**src/rtl/mem_stage.sv**
```systemverilog
// mem_stage: LA32R memory stage. Takes the packed execute bus, performs
// loads/stores over a req/ack data-memory port, and hands a packed result
// bus to write-back under a valid/ready handshake. While a memory access is
// outstanding the upstream stage is held off through left_ready.
module mem_stage #(
    parameter int EX_W  = 213,
    parameter int MEM_W = 104
) (
    input  logic             clk,
    input  logic             reset,
    input  logic [EX_W-1:0]  ex_ctrl_bus,
    input  logic             left_valid,
    output logic             left_ready,
    output logic [MEM_W-1:0] mem_ctrl_bus,
    output logic             right_valid,
    input  logic             right_ready,
    output logic             data_req,
    output logic [3:0]       data_wstrb,
    output logic [31:0]      data_addr,
    output logic [31:0]      data_wdata,
    input  logic             data_ack,
    input  logic [31:0]      data_rdata
);

    localparam logic [9:0] OP_LD_B  = 10'h0A0;
    localparam logic [9:0] OP_LD_H  = 10'h0A1;
    localparam logic [9:0] OP_LD_W  = 10'h0A2;
    localparam logic [9:0] OP_LD_BU = 10'h0A8;
    localparam logic [9:0] OP_LD_HU = 10'h0A9;
    localparam logic [9:0] OP_ST_B  = 10'h0A4;
    localparam logic [9:0] OP_ST_H  = 10'h0A5;
    localparam logic [9:0] OP_ST_W  = 10'h0A6;

    localparam logic [1:0] SZ_BYTE = 2'd0;
    localparam logic [1:0] SZ_HALF = 2'd1;
    localparam logic [1:0] SZ_WORD = 2'd2;

    typedef enum logic [1:0] {
        S_EMPTY  = 2'd0,
        S_ACCESS = 2'd1,
        S_FULL   = 2'd2
    } state_t;

    state_t state, next_state;

    // Execute-bus fields used by this stage.
    logic        ex_inst_valid;
    logic [31:0] ex_pc;
    logic [31:0] ex_inst;
    logic [4:0]  ex_wreg_index;
    logic        ex_wreg_en;
    logic [31:0] ex_src2;
    logic [31:0] ex_alu_result;
    logic        ex_unused;

    assign ex_inst_valid = ex_ctrl_bus[198];
    assign ex_pc         = ex_ctrl_bus[165:134];
    assign ex_inst       = ex_ctrl_bus[133:102];
    assign ex_wreg_index = ex_ctrl_bus[101:97];
    assign ex_wreg_en    = ex_ctrl_bus[96];
    assign ex_src2       = ex_ctrl_bus[95:64];
    assign ex_alu_result = ex_ctrl_bus[31:0];
    assign ex_unused     = ^{ex_ctrl_bus[212:199], ex_ctrl_bus[197:166], ex_ctrl_bus[63:32]};

    // Decoded view of the incoming payload.
    logic       dec_load;
    logic       dec_store;
    logic       dec_unsigned;
    logic [1:0] dec_size;
    logic       dec_misaligned;
    logic       dec_go_access;
    logic [3:0] dec_wstrb;
    logic [31:0] dec_wdata;

    // Registered payload and access context.
    logic        q_ale;
    logic        q_inst_valid;
    logic [31:0] q_pc;
    logic [31:0] q_inst;
    logic [4:0]  q_wreg_index;
    logic        q_wreg_en;
    logic [31:0] q_wdata;
    logic [29:0] q_addr_word;
    logic [1:0]  q_byte_off;
    logic [3:0]  q_wstrb;
    logic [31:0] q_store_data;
    logic [1:0]  q_size;
    logic        q_unsigned;
    logic        q_is_store;

    logic        accept;
    logic        in_access;
    logic [31:0] load_value;

    assign in_access  = (state == S_ACCESS);
    assign left_ready = (state == S_EMPTY) | ((state == S_FULL) & right_ready);
    assign accept     = left_valid & left_ready;

    // Opcode decode, alignment check and store lane/strobe formation.
    always_comb begin
        dec_load       = 1'b0;
        dec_store      = 1'b0;
        dec_unsigned   = 1'b0;
        dec_size       = SZ_WORD;
        dec_misaligned = 1'b0;
        dec_wstrb      = 4'b0000;
        dec_wdata      = 32'h0;
        if (ex_inst_valid) begin
            unique case (ex_inst[31:22])
                OP_LD_B:  begin dec_load  = 1'b1; dec_size = SZ_BYTE; end
                OP_LD_H:  begin dec_load  = 1'b1; dec_size = SZ_HALF; end
                OP_LD_W:  begin dec_load  = 1'b1; dec_size = SZ_WORD; end
                OP_LD_BU: begin dec_load  = 1'b1; dec_size = SZ_BYTE; dec_unsigned = 1'b1; end
                OP_LD_HU: begin dec_load  = 1'b1; dec_size = SZ_HALF; dec_unsigned = 1'b1; end
                OP_ST_B:  begin dec_store = 1'b1; dec_size = SZ_BYTE; end
                OP_ST_H:  begin dec_store = 1'b1; dec_size = SZ_HALF; end
                OP_ST_W:  begin dec_store = 1'b1; dec_size = SZ_WORD; end
                default:  begin end
            endcase
        end
        if (dec_load | dec_store) begin
            if (dec_size == SZ_HALF) begin
                dec_misaligned = ex_alu_result[0];
            end else if (dec_size == SZ_WORD) begin
                dec_misaligned = (ex_alu_result[1:0] != 2'b00);
            end
        end
        if (dec_store) begin
            unique case (dec_size)
                SZ_BYTE: begin
                    dec_wstrb = 4'b0001 << ex_alu_result[1:0];
                    dec_wdata = {4{ex_src2[7:0]}};
                end
                SZ_HALF: begin
                    dec_wstrb = 4'b0011 << ex_alu_result[1:0];
                    dec_wdata = {2{ex_src2[15:0]}};
                end
                default: begin
                    dec_wstrb = 4'b1111;
                    dec_wdata = ex_src2;
                end
            endcase
        end
    end

    assign dec_go_access = (dec_load | dec_store) & ~dec_misaligned;

    // Extract and extend the addressed byte/half/word from the read data.
    always_comb begin
        logic [31:0] lane;
        lane       = data_rdata >> {q_byte_off, 3'b000};
        load_value = data_rdata;
        unique case (q_size)
            SZ_BYTE: load_value = q_unsigned ? {24'h0, lane[7:0]}
                                             : {{24{lane[7]}}, lane[7:0]};
            SZ_HALF: load_value = q_unsigned ? {16'h0, lane[15:0]}
                                             : {{16{lane[15]}}, lane[15:0]};
            default: load_value = data_rdata;
        endcase
    end

    // State register.
    always_ff @(posedge clk) begin
        if (reset) begin
            state <= S_EMPTY;
        end else begin
            state <= next_state;
        end
    end

    // Next-state logic; FULL can reload directly to avoid a bubble.
    always_comb begin
        next_state = state;
        unique case (state)
            S_EMPTY: begin
                if (accept) begin
                    next_state = dec_go_access ? S_ACCESS : S_FULL;
                end
            end
            S_ACCESS: begin
                if (data_ack) begin
                    next_state = S_FULL;
                end
            end
            S_FULL: begin
                if (accept) begin
                    next_state = dec_go_access ? S_ACCESS : S_FULL;
                end else if (right_ready) begin
                    next_state = S_EMPTY;
                end
            end
            default: next_state = S_EMPTY;
        endcase
    end

    // Payload capture on accept, write-back value update on memory ack.
    always_ff @(posedge clk) begin
        if (reset) begin
            q_ale        <= 1'b0;
            q_inst_valid <= 1'b0;
            q_pc         <= 32'h0;
            q_inst       <= 32'h0;
            q_wreg_index <= 5'h0;
            q_wreg_en    <= 1'b0;
            q_wdata      <= 32'h0;
            q_addr_word  <= 30'h0;
            q_byte_off   <= 2'b00;
            q_wstrb      <= 4'b0000;
            q_store_data <= 32'h0;
            q_size       <= SZ_BYTE;
            q_unsigned   <= 1'b0;
            q_is_store   <= 1'b0;
        end else if (accept) begin
            q_ale        <= dec_misaligned;
            q_inst_valid <= ex_inst_valid;
            q_pc         <= ex_pc;
            q_inst       <= ex_inst;
            q_wreg_index <= ex_wreg_index;
            q_wreg_en    <= ex_wreg_en & ~dec_misaligned & ~dec_store;
            q_wdata      <= ex_alu_result;
            q_addr_word  <= ex_alu_result[31:2];
            q_byte_off   <= ex_alu_result[1:0];
            q_wstrb      <= dec_wstrb;
            q_store_data <= dec_wdata;
            q_size       <= dec_size;
            q_unsigned   <= dec_unsigned;
            q_is_store   <= dec_store;
        end else if (in_access && data_ack) begin
            q_wdata      <= q_is_store ? 32'h0 : load_value;
        end
    end

    // Memory port is only driven while an access is outstanding.
    always_comb begin
        data_req   = in_access;
        data_addr  = in_access ? {q_addr_word, 2'b00} : 32'h0;
        data_wstrb = in_access ? q_wstrb : 4'b0000;
        data_wdata = in_access ? q_store_data : 32'h0;
    end

    assign right_valid  = (state == S_FULL);
    assign mem_ctrl_bus = {q_ale, q_inst_valid, q_pc, q_inst, q_wreg_index, q_wreg_en, q_wdata};

endmodule

```
**config.mk**
```make
export PLATFORM = sky130hd
export DESIGN_NAME = mem_stage
export DESIGN_NICKNAME = d
export VERILOG_FILES = /design/src/rtl/mem_stage.sv
export SDC_FILE = /design/constraint.sdc
export NUM_CORES = 1
export LEC_CHECK = 0
export CAP_MARGIN = 20
export CORE_AREA = 8 8 159 161
export DETAILED_ROUTE_END_ITERATION = 10
export DIE_AREA = 0 0 167 169
export GPL_TIMING_DRIVEN = 0
export PLACE_DENSITY_LB_ADDON = 0.25
export RECOVER_POWER = 100
export SETUP_SLACK_MARGIN = 0.3
export SYNTH_ARGS = -nofsm -noshare
export SYNTH_HDL_FRONTEND = slang
export SYNTH_SLANG_ARGS = --single-unit
```
**constraint.sdc**
```tcl
create_clock -name clk -period 2.4 [get_ports clk]
set_input_delay 0.48 -clock clk [delete_from_list [all_inputs] [get_ports clk]]
set_output_delay 0.48 -clock clk [all_outputs]
set_load 0.03 [all_outputs]
```
### After elaboration in Yosys (flattened, before gate mapping)

Index checks and enable logic that the tools add are counted.

* word-level logic and storage cells: 85
* output and inout bits: 175
* ROM bits: 0
* memories: 0
* bits in latches: 0
* RAM bits: 0
* flip-flop bits (word level): 178

* shift-type cells: 3
* muxes and demuxes: 30
* $add $sub $neg: 0
* bitwise logic cells: 9
* div/mod/pow operators: 0
* eq/ne operators: 16
* reductions and logical operators: 12
* multipliers: 0
* $lt $le $gt $ge: 0

Operators by type and width (number)
* $mux W32: 8
* $pmux W32 S2: 2
* $eq A10 B8 Y1 const B: 8
* $shr A32 B5 Y16: 1
* $mux W2: 6
* $mux W1: 9
* $reduce_or A3 Y1: 3
* $mux W4: 2
* $pmux W4 S2: 1
* $eq A2 B1 Y1 const B: 3
* $logic_not A2 Y1: 3
* $pmux W2 S3: 1
* $and A1 B1 Y1: 5
* $reduce_or A5 Y1: 1
* $eq A2 B2 Y1 const B: 2
* $ne A2 B2 Y1 const B: 2
* $pmux W2 S2: 1
* $reduce_bool A2 Y1: 2
* $shl A1 B2 Y4 const A: 1
* $shl A2 B2 Y4 const A: 1
* $ne A3 B1 Y1 const B: 1
* $reduce_and A3 Y1: 1
* $not A1 Y1: 2
* $or A1 B1 Y1: 2
* other kinds (2): 2

### Logic depth before layout (Yosys ltp)

Gate-level depths: netlist (run 1).

* depth in word-level cells: 13
* gate-level depth with buffers: 7
* mapped depth without buffers: 4

### Worst setup path before layout (run 1)

Ideal clock, no wire load.

* path kind: input port to flip-flop
* start point: input reset
* end point: register q_wdata[21]
* setup time: 0.058 ns
* path buffers: 3
* required time: 2.342 ns
* arrival time: 1.958 ns
* cell stages on the path: 7
* slack: 0.384 ns
* cells stage by stage: buf_2 or2_1 or3_1 clkbuf_2 nor4_4 buf_6 a211o_1

RTL lines
* start: declaration: line 10 `input logic reset,`
* end signal: assignment: line 220 `q_wdata <= ex_alu_result;`
* end signal: assignment: line 229 `q_wdata <= q_is_store ? 32'h0 : load_value;`
* end: declaration: line 82 `logic [31:0] q_wdata;`

### Worst setup path after layout (run 1)

* start point: register state[0]
* end point: output data_wdata[17]

* longest elaborated chain between the ends: 2

Ends and longest elaborated chain
* start: declaration: line 44 `state_t state, next_state;`
* start signal: assignment: line 167 `state <= next_state;`
* $eq A2 B1 Y1: line 95 `assign in_access = (state == S_ACCESS);`
* $mux W32: line 238 `data_wdata = in_access ? q_store_data : 32'h0;`
* end: declaration: line 20 `output logic [31:0] data_wdata,`

Every way passes these cells.

==> results.sh, run 1 <==
export IMPL_run_status="finished, final reports clean"
export IMPL_route_final_wire_length_um=32700
export IMPL_synth_edf_count=0
export IMPL_netlist_area_um2=7750
export IMPL_gpl_final_weighted_congestion=0.900
export IMPL_main_combinational_cell_family_by_area_after_synthesis="simple AND/OR/NAND/NOR gates"
export IMPL_critical_path_maximum_fanout=8
export IMPL_clock_skew_final_ns=0.0134
export IMPL_fmaxAchievable_mhz=447
export IMPL_final_max_slew_viols=0
export IMPL_ctsRootBufferMaster="clkbuf_16"
export IMPL_max_slew_margin_pct=50.6
export IMPL_reg2reg_from="state[0]"
export IMPL_clk_path_buf_depth=2
export IMPL_cap_viol_max_count=0
export IMPL_synth_xor_xnor_area_share_pct=0
export IMPL_power_leakage_nw=5.12
export IMPL_hpwlAfterDp_um=24900
export IMPL_finish_instance_area_um2=12300
export IMPL_grt_pass1_vias=8306
export IMPL_fillers=2194
export IMPL_critPathKind="reg2out"
export IMPL_adder_cell_share_of_the_synthesized_area_pct=0
export IMPL_grt_util_all_layers_pct=22.6
export IMPL_layout_cells_most_common="nand2_1"
export IMPL_post_synthesis_to_final_layout_area_growth_pct=58.2
export IMPL_synth_compound_area_share_pct=20.7
export IMPL_yosys_warnings=0
export IMPL_finalCriticalPeriod_ns=2.24
export IMPL_hold_removal_path_class="in2reg"
export IMPL_clk_pin_slew_ns=0.07
export IMPL_finalSetupTns_ns=0
export IMPL_nets=1582
export IMPL_placement_cell_area_um2=11500
export IMPL_synth_top_flop_cell="dfxtp_1"
export IMPL_coreArea_um2=22900
export IMPL_globalRoute_totalOverflow=0
export IMPL_fp_dieW_um=167
export IMPL_synth_lib_cells_used_distinct=50
export IMPL_synthesis_area_per_instance_um2=8.12
export IMPL_maximum_resistive_drop_on_vdd_uv=464
export IMPL_register_area_um2=3570
export IMPL_worstSetupEndpointType="output port"
export IMPL_cp_data_required_time_ns=1.92
export IMPL_drt_via_density=5.07
export IMPL_pd_cells_nw_per_um2=599
export IMPL_clk_latency_ns=0.43
export IMPL_critPathLaunchType="flop"
export IMPL_ys_ff_latch=178
export IMPL_timing_final_setup_violations=0
export IMPL_cts_buffers_inserted=17
export IMPL_yosysSeqAreaShare_pct=46.0
export IMPL_cts_htree_levels=4
export IMPL_synthSimpleGateAreaFrac_pct=25.0
export IMPL_antenna_left=0
export IMPL_critPathLaunch="state[0]"
export IMPL_floorplan_die_height_um=169
export IMPL_grt_start_max_net_pins=19
export IMPL_hold_ws_ns=0.392
export IMPL_first_pass_iters=5
export IMPL_place_port_buffers=341
export IMPL_pin_count=425
export IMPL_dp_cells=1588
export IMPL_drt_iter0_drc=469
export IMPL_most_common_layout_cells="nand2_1 (256), dfxtp_1 (177), clkdlybuf4s50_1 (160)"
export IMPL_report_final_hold_viol_count=0
export IMPL_grt_pass1_wl_um=49400
export IMPL_final_min_period_over_clock_period_pct=93.1
export IMPL_ys_async_sr_fraction_pct=0
export IMPL_timing_critical_path_arrival_ns=1.76
export IMPL_antenna_found_initial=4
export IMPL_grt_setup_unrepaired="true"
export IMPL_post_synth_mux_area_share_pct=3.57
export IMPL_detailroute_via_count=8290
export IMPL_multi_input_area_um2=3980
export IMPL_die_area_um2=28200
export IMPL_fp_row_count=56
export IMPL_worst_slew_pin_slew_ns=0.740
export IMPL_layout_drive_gt1_share_pct=12.3
export IMPL_hp_start="ex_ctrl_bus[128]"
export IMPL_detail_routed_net_length_per_standard_cell_um=20.0
export IMPL_drcViolationCount=0
export IMPL_initial_utilization_pct=33.8
export IMPL_synthesis_instances=955
export IMPL_clock_tree_sinks=178
export IMPL_cts_tree="built"
export IMPL_final_instance_count_excl_fill=1636
-- path summary, 6_finish.rpt --
| kind | endpoint | slack (ns) | cells after the start |
|---|---|---|---|
| hold reg to reg | q_inst[31] | 0.45 | 2 |
| hold / removal | q_inst[26] | 0.39 | 3 |
| setup reg to reg | q_addr_word[8] | 0.19 | 8 |
| setup / recovery | data_wdata[17] | 0.16 | 7 |
-- per-stage QoR --
step           setup slack [ns]  utilization [%]  total power [mW]
2_1_floorplan             0.384                -              3.87
3_3_place_gp             -0.837             50.3              4.57
3_5_place_dp             -0.873             50.4              4.58
4_1_cts                   0.234             54.0              7.44
5_1_grt                   0.102             53.5              7.64
6_report                  0.164             53.5              7.35
-- flip-flops by register name, indices dropped and copies added (netlist names), 4 cells and up --
signal and flops:
q_wdata 32, q_inst 32, q_pc 32, q_wstrb 4, q_store_data 32, q_wreg_index 5, q_addr_word 30
-- critical path, stage by stage, from the launching register on --
cell and delay (ns):
dfxtp_1 0.33, buf_6 0.14, nand2_8 0.07, inv_8 0.08, clkbuf_16 0.18, clkbuf_2 0.23
and2_4 0.18, buf_6 0.12
-- where the power goes --
part / switching (mW) / internal (mW) / total (mW) / leakage [nW]
Combinational: 0.759 / 0.584 / 1.34 / 3.38
Sequential: 0.0649 / 3.09 / 3.16 / 1.46
Clock: 1.37 / 1.48 / 2.85 / 0.282
-- layout make-up --
type	instances	area share, %
Multi-Input combinational cell	691	32.4
Sequential cell	178	29.1
Timing Repair Buffer	357	26.6
Buffer	82	3.84
Clock buffer	17	3.47
Tap cell	290	2.96
Clock inverter	15	1.37
Inverter	5	0.235
Antenna cell	1	0.0204
-- logic make-up (layout without fill, tap and decap cells) --
family	count (synthesis)	after routing
other	1	3
muxes	26	26
DFF	178	178
buffers and inverters	87	476
and+or+nand+nor	417	417
AOI/OAI and AO/OA	246	246
-- what timing repair did --
item | CTS | global route
buffers inserted | 6 | 5
hold buffers | 0 | 0
endpoints found under the hold margin | 0 | 0
endpoints found under the setup margin | 229 | 147
resized for setup | 487 | 41
cloned | 4 | 0
pin swaps | 30 | 4
-- cells in the mapped netlist, drive strengths merged (3+ instances only) --
library cell	number	area share, %
a211o	16	1.8
mux2i	22	2.8
nand2b	18	1.5
o31a	6	0.68
a21oi	124	8.0
or4b	4	0.56
a22o	17	1.9
a32o	14	1.8
clkbuf	62	3.0
and2	67	5.4
nand3	20	1.3
a21o	8	0.77
nor2b	10	0.81
o22ai	6	0.48
o211ai	3	0.29
nor2	23	1.1
a22oi	16	1.5
a32oi	7	0.79
buf	20	1.5
o21ai	20	1.3
inv	5	0.24
nand2	258	12
mux2	3	0.44
nand3b	4	0.39
dfxtp	178	46
-- layer usage --
| metal | GRT usage [%] | wire length (um) | vias up |
|---|---|---|---|
| met5 | 0 | 26 | - |
| met2 | 37.0 | 15500 | 332 |
| met4 | 7.60 | 759 | 6 |
| met3 | 7.83 | 2900 | 53 |
| met1 | 27.4 | 13600 | 3876 |
| li1 | - | - | 4023 |
Note: power is estimated with default switching activity, not from simulation.
==> run 2: changes to the inputs <==
--- a/config.mk
+++ b/config.mk
@@ -5,7 +5,6 @@
 export SDC_FILE = /design/constraint.sdc
 export NUM_CORES = 1
 export LEC_CHECK = 0
-export CAP_MARGIN = 20
 export CORE_AREA = 8 8 159 161
 export DETAILED_ROUTE_END_ITERATION = 10
 export DIE_AREA = 0 0 167 169
==> run 2 against run 1 <==
Against the previous run: wire length down 0.35%; die area unchanged; largest power group unchanged; clock-buffer cell count unchanged; highest routed layer unchanged; critical path type unchanged; sequential cell count unchanged; hold slack better by 0.0056 ns; fmax up 1.2%; clock skew down 0.0035 ns; sequential power about the same; power up 0.88%.
==> results.sh, run 2 (synthesis results as in run 1) <==
export IMPL_slowest_stage="dfxtp_1"
export IMPL_fmaxAchievable_mhz=453
export IMPL_worstSetupEndpointType="output port"
export IMPL_antenna_left=0
export IMPL_most_common_layout_cells="nand2_1 (256), dfxtp_1 (177), clkdlybuf4s50_1 (161)"
export IMPL_ff2ff_path_depth=8
export IMPL_clk_latency_ns=0.44
export IMPL_finalCriticalPeriod_ns=2.21
export IMPL_critPathKind="reg2out"
export IMPL_hold_removal_path_class="in2reg"
export IMPL_power_leakage_nw=5.11
export IMPL_hpwlAfterDp_um=24900
export IMPL_drcViolationCount=0
export IMPL_critical_path_maximum_fanout=8
export IMPL_drt_via_density=5.08
export IMPL_floorplan_die_height_um=169
export IMPL_drt_iter0_drc=433
export IMPL_reg2reg_slack_ns=0.30
export IMPL_critical_path_top_cell_by_count="clkbuf_16"
export IMPL_coreArea_um2=22900
export IMPL_pin_count=425
export IMPL_final_max_slew_viols=0
export IMPL_cap_viol_max_count=0
export IMPL_placement_cell_area_um2=11500
export IMPL_report_final_hold_viol_count=0
export IMPL_critPathLaunchType="flop"
export IMPL_grt_pass1_vias=8153
export IMPL_run_status="finished, final reports clean"
export IMPL_clk_path_buf_depth=2
export IMPL_layout_cells_most_common="nand2_1"
export IMPL_place_port_buffers=341
export IMPL_regToRegEndpoint="q_addr_word[5]"
export IMPL_timing_critical_path_arrival_ns=1.73
export IMPL_cts_hold_repair_buffers=0
export IMPL_pd_cells_nw_per_um2=606
export IMPL_layout_drive_gt1_share_pct=12.0
export IMPL_final_min_period_over_clock_period_pct=92.0
export IMPL_clock_tree_sinks=178
export IMPL_grt_setup_unrepaired="true"
export IMPL_final_instance_count_excl_fill=1636
export IMPL_maximum_resistive_drop_on_vdd_uv=456
export IMPL_first_pass_iters=5
export IMPL_grt_start_max_net_pins=20
export IMPL_crit_path_cell_trace="buf_6 > nand2_4 > inv_8 > clkbuf_16 > clkbuf_16 > and2_4 > clkbuf_2"
export IMPL_cts_buffers_inserted=17
export IMPL_detail_routed_net_length_per_standard_cell_um=19.9
export IMPL_max_slew_margin_pct=44.6
export IMPL_critPathLaunch="state[0]"
export IMPL_clock_skew_final_ns=0.00991
export IMPL_gpl_final_weighted_congestion=0.900
export IMPL_globalRoute_totalOverflow=0
export IMPL_worst_slew_pin_slew_ns=0.830
export IMPL_reg2reg_from="state[0]"
export IMPL_cts_tree="built"
export IMPL_grt_util_all_layers_pct=22.3
export IMPL_critPathMaxStageDelay_ns=0.33
export IMPL_timing_final_setup_violations=0
export IMPL_fp_row_count=56
export IMPL_clk_pin_slew_ns=0.07
export IMPL_post_synthesis_to_final_layout_area_growth_pct=57.9
export IMPL_fp_dieW_um=167
export IMPL_detailroute_via_count=8305
export IMPL_nets=1580
export IMPL_cp_data_required_time_ns=1.92
export IMPL_dp_cells=1587
export IMPL_ctsRootBufferMaster="clkbuf_16"
export IMPL_cts_htree_levels=4
export IMPL_initial_utilization_pct=33.8
export IMPL_route_final_wire_length_um=32600
export IMPL_antenna_found_initial=4
export IMPL_finish_instance_area_um2=12200
export IMPL_grt_pass1_wl_um=49000
export IMPL_die_area_um2=28200
export IMPL_critical_path_endpoint="data_wdata[2]"
run 2: metal layers:
layer  track usage [%]  share of wire [%]
met1              27.0                 42
met2              36.1                 47
met3              8.48                8.6
met4              7.13                2.4
met5                 0              0.025
run 2: repair_timing:
action	in CTS	in global routing
buffers inserted	7	3
gates cloned	4	0
setup endpoints to repair	235	186
pin swaps	28	3
resized for setup	480	40
run 2: worst min-delay path by stage:
stage / slack, ns / cells after the start / to / startpoint
after floorplan: 0.42 / 2 / q_wstrb[0] / q_wstrb[0]
after global placement: 0.43 / 2 / q_store_data[23] / q_store_data[23]
after detailed placement: 0.43 / 2 / q_store_data[18] / q_store_data[18]
after CTS: 0.45 / 2 / q_wstrb[2] / q_wstrb[2]
after global routing: 0.42 / 3 / q_inst[26] / ex_ctrl_bus[128]
final: 0.40 / 3 / q_inst[26] / ex_ctrl_bus[128]
run 2: where the power goes:
group	total [mW]	switching (mW)	internal [mW]
clock network	2.92	1.41	1.51
logic	1.34	0.757	0.580
registers	3.16	0.0663	3.09
run 2: cell type report:
type / instances / area [um2]
Clock inverter: 15 / 186
Buffer: 82 / 484
Fill cell: 2189 / 10700
Sequential cell: 178 / 3570
Antenna cell: 3 / 7.51
Tap cell: 290 / 363
Timing Repair Buffer: 355 / 3210
Clock buffer: 17 / 425
Inverter: 5 / 28.8
Multi-Input combinational cell: 691 / 3970
run 2: per-stage QoR:
step,hold slack (ns),TNS (ns),util [%],worst slack [ns],power (mW)
after floorplan,0.417,0,-,0.384,3.87
after global placement,0.428,-91.42,50.3,-0.837,4.57
after detailed placement,0.435,-93.78,50.3,-0.851,4.58
after CTS,0.454,0,54.1,0.233,7.51
after global routing,0.423,0,53.4,0.113,7.70
final,0.398,0,53.4,0.191,7.41
run 2: worst max-delay path: cells and delay by family, from the launching register on:
family	cells	cell delay [ns]
buffers and inverters	5	0.77
and+or+nand+nor	2	0.20
DFF	1	0.33
==> run 3: changes to the inputs <==
--- a/config.mk
+++ b/config.mk
@@ -12,6 +12,7 @@
 export PLACE_DENSITY_LB_ADDON = 0.25
 export RECOVER_POWER = 100
 export SETUP_SLACK_MARGIN = 0.3
+export SKIP_CTS_REPAIR_TIMING = 1
 export SYNTH_ARGS = -nofsm -noshare
 export SYNTH_HDL_FRONTEND = slang
 export SYNTH_SLANG_ARGS = --single-unit
==> run 3 against run 2 <==
Against the previous run: register-to-register slack gained 0.03 ns; sequential share of layout area down 0.44 points; via count is 0.63% higher; critical path depth down 3; design area grew 1.6%; critical path type is now in2out; critical endpoint is now left_ready; largest cell class unchanged.
==> results.sh, run 3 (synthesis results as in run 1) <==
export IMPL_run_status="finished, final reports clean"
export IMPL_floorplan_die_height_um=169
export IMPL_drt_via_density=5.10
export IMPL_timing_critical_path_arrival_ns=1.78
export IMPL_clk_latency_ns=0.44
export IMPL_grt_pass1_vias=8054
export IMPL_grt_setup_unrepaired="true"
export IMPL_globalRoute_totalOverflow=0
export IMPL_pd_cells_nw_per_um2=597
export IMPL_fillers=2152
export IMPL_final_instance_count_excl_fill=1638
export IMPL_clk_pin_slew_ns=0.07
export IMPL_route_final_wire_length_um=32800
export IMPL_register_area_um2=3570
export IMPL_maximum_resistive_drop_on_vdd_uv=457
export IMPL_post_synthesis_to_final_layout_area_growth_pct=60.3
export IMPL_finalCriticalPeriod_ns=2.26
export IMPL_antenna_left=0
export IMPL_antenna_found_initial=5
export IMPL_grt_start_max_net_pins=20
export IMPL_drcViolationCount=0
export IMPL_report_final_hold_viol_count=0
export IMPL_crit_path_cell_trace="dlygate4sd3_1 > nor2b_4 > nor2_1 > clkbuf_1"
export IMPL_final_max_slew_viols=0
export IMPL_hpwlAfterDp_um=24900
export IMPL_cts_buffers_inserted=17
export IMPL_slowest_stage="dlygate4sd3_1"
export IMPL_fp_dieW_um=167
export IMPL_ctsRootBufferMaster="clkbuf_16"
export IMPL_initial_utilization_pct=33.8
export IMPL_worst_slew_pin_slew_ns=0.781
export IMPL_clock_tree_sinks=178
export IMPL_report_power_total_mw=7.42
export IMPL_hold_removal_path_class="in2reg"
export IMPL_worstSetupEndpointType="output port"
export IMPL_critical_path_maximum_fanout=4
export IMPL_most_common_layout_cells="nand2_1 (256), dfxtp_1 (176), clkdlybuf4s50_1 (163)"
export IMPL_cp_data_required_time_ns=1.92
export IMPL_clk_path_buf_depth=2
export IMPL_final_min_period_over_clock_period_pct=94.2
export IMPL_first_pass_iters=7
export IMPL_detailroute_via_count=8357
export IMPL_gpl_final_weighted_congestion=0.900
export IMPL_fmaxAchievable_mhz=442
export IMPL_grt_util_all_layers_pct=21.7
export IMPL_max_slew_margin_pct=47.9
export IMPL_layout_drive_gt1_share_pct=13.9
export IMPL_layout_cells_most_common="nand2_1"
export IMPL_cts_tree="built"
export IMPL_dp_cells=1587
export IMPL_coreArea_um2=22900
export IMPL_critPathKind="in2out"
export IMPL_detail_routed_net_length_per_standard_cell_um=20.0
export IMPL_critPathMaxStageDelay_ns=0.72
export IMPL_cap_viol_max_count=0
export IMPL_place_port_buffers=341
export IMPL_nets=1582
export IMPL_die_area_um2=28200
export IMPL_finalSetupTns_ns=0
export IMPL_critPathLaunchType="input pin"
export IMPL_clock_skew_final_ns=0.0102
export IMPL_timing_final_setup_violations=0
export IMPL_grt_pass1_wl_um=47900
export IMPL_power_leakage_nw=5.25
export IMPL_pin_count=425
export IMPL_hold_ws_ns=0.403
export IMPL_fp_row_count=56
export IMPL_cts_htree_levels=4
export IMPL_drt_iter0_drc=435
export IMPL_multi_input_area_um2=3950
-- run 3: final cells by class --
cell class              instances  area share (%)
well taps                     290            2.92
plain buffers                  82            3.58
diodes                          3          0.0604
multi-input cells             691            31.8
repair buffers                357            27.8
flip-flops and latches        178            28.7
clock inverters                15            1.50
inverters                       5           0.231
clock buffers                  17            3.42
-- run 3: report_power, final --
part / switching, mW / leakage (nW) / internal (mW)
sequential: 0.0668 / 1.46 / 3.09
clock: 1.42 / 0.297 / 1.51
combinational: 0.755 / 3.50 / 0.579
total: 2.24 / 5.25 / 5.18
-- run 3: path summary, 6_finish.rpt --
path | end | cells after the start | slack, ns | from
worst min register to register | q_addr_word[4] | 2 | 0.45 | q_addr_word[4]
worst max register to register | q_wdata[23] | 8 | 0.33 | state[0]
worst min-delay path | q_inst[26] | 3 | 0.40 | ex_ctrl_bus[128]
worst max-delay path | left_ready | 4 | 0.14 | right_ready
-- run 3: through the flow --
stage | setup WS [ns] | cell area (um2) | utilization (%)
after floorplan | 0.384 | 7760 | -
after global placement | -0.837 | 11500 | 50.3
after detailed placement | -0.851 | 11500 | 50.3
after CTS | -1.21 | 12100 | 53.0
after global routing | 0.0623 | 12400 | 54.3
final | 0.139 | 12400 | 54.3
-- run 3: routing by layer --
metal | vias up | part of all wire, % | GRT usage [%]
li1 | 4015 | - | -
met1 | 3974 | 42 | 26.0
met2 | 316 | 47 | 35.3
met3 | 48 | 8.9 | 8.55
met4 | 4 | 2.3 | 6.89
met5 | - | 0.055 | 0
-- run 3: critical path: cells and delay by family --
family / cells / cell delay (ns)
simple gates: 2 / 0.21
buf+inv: 2 / 1.08
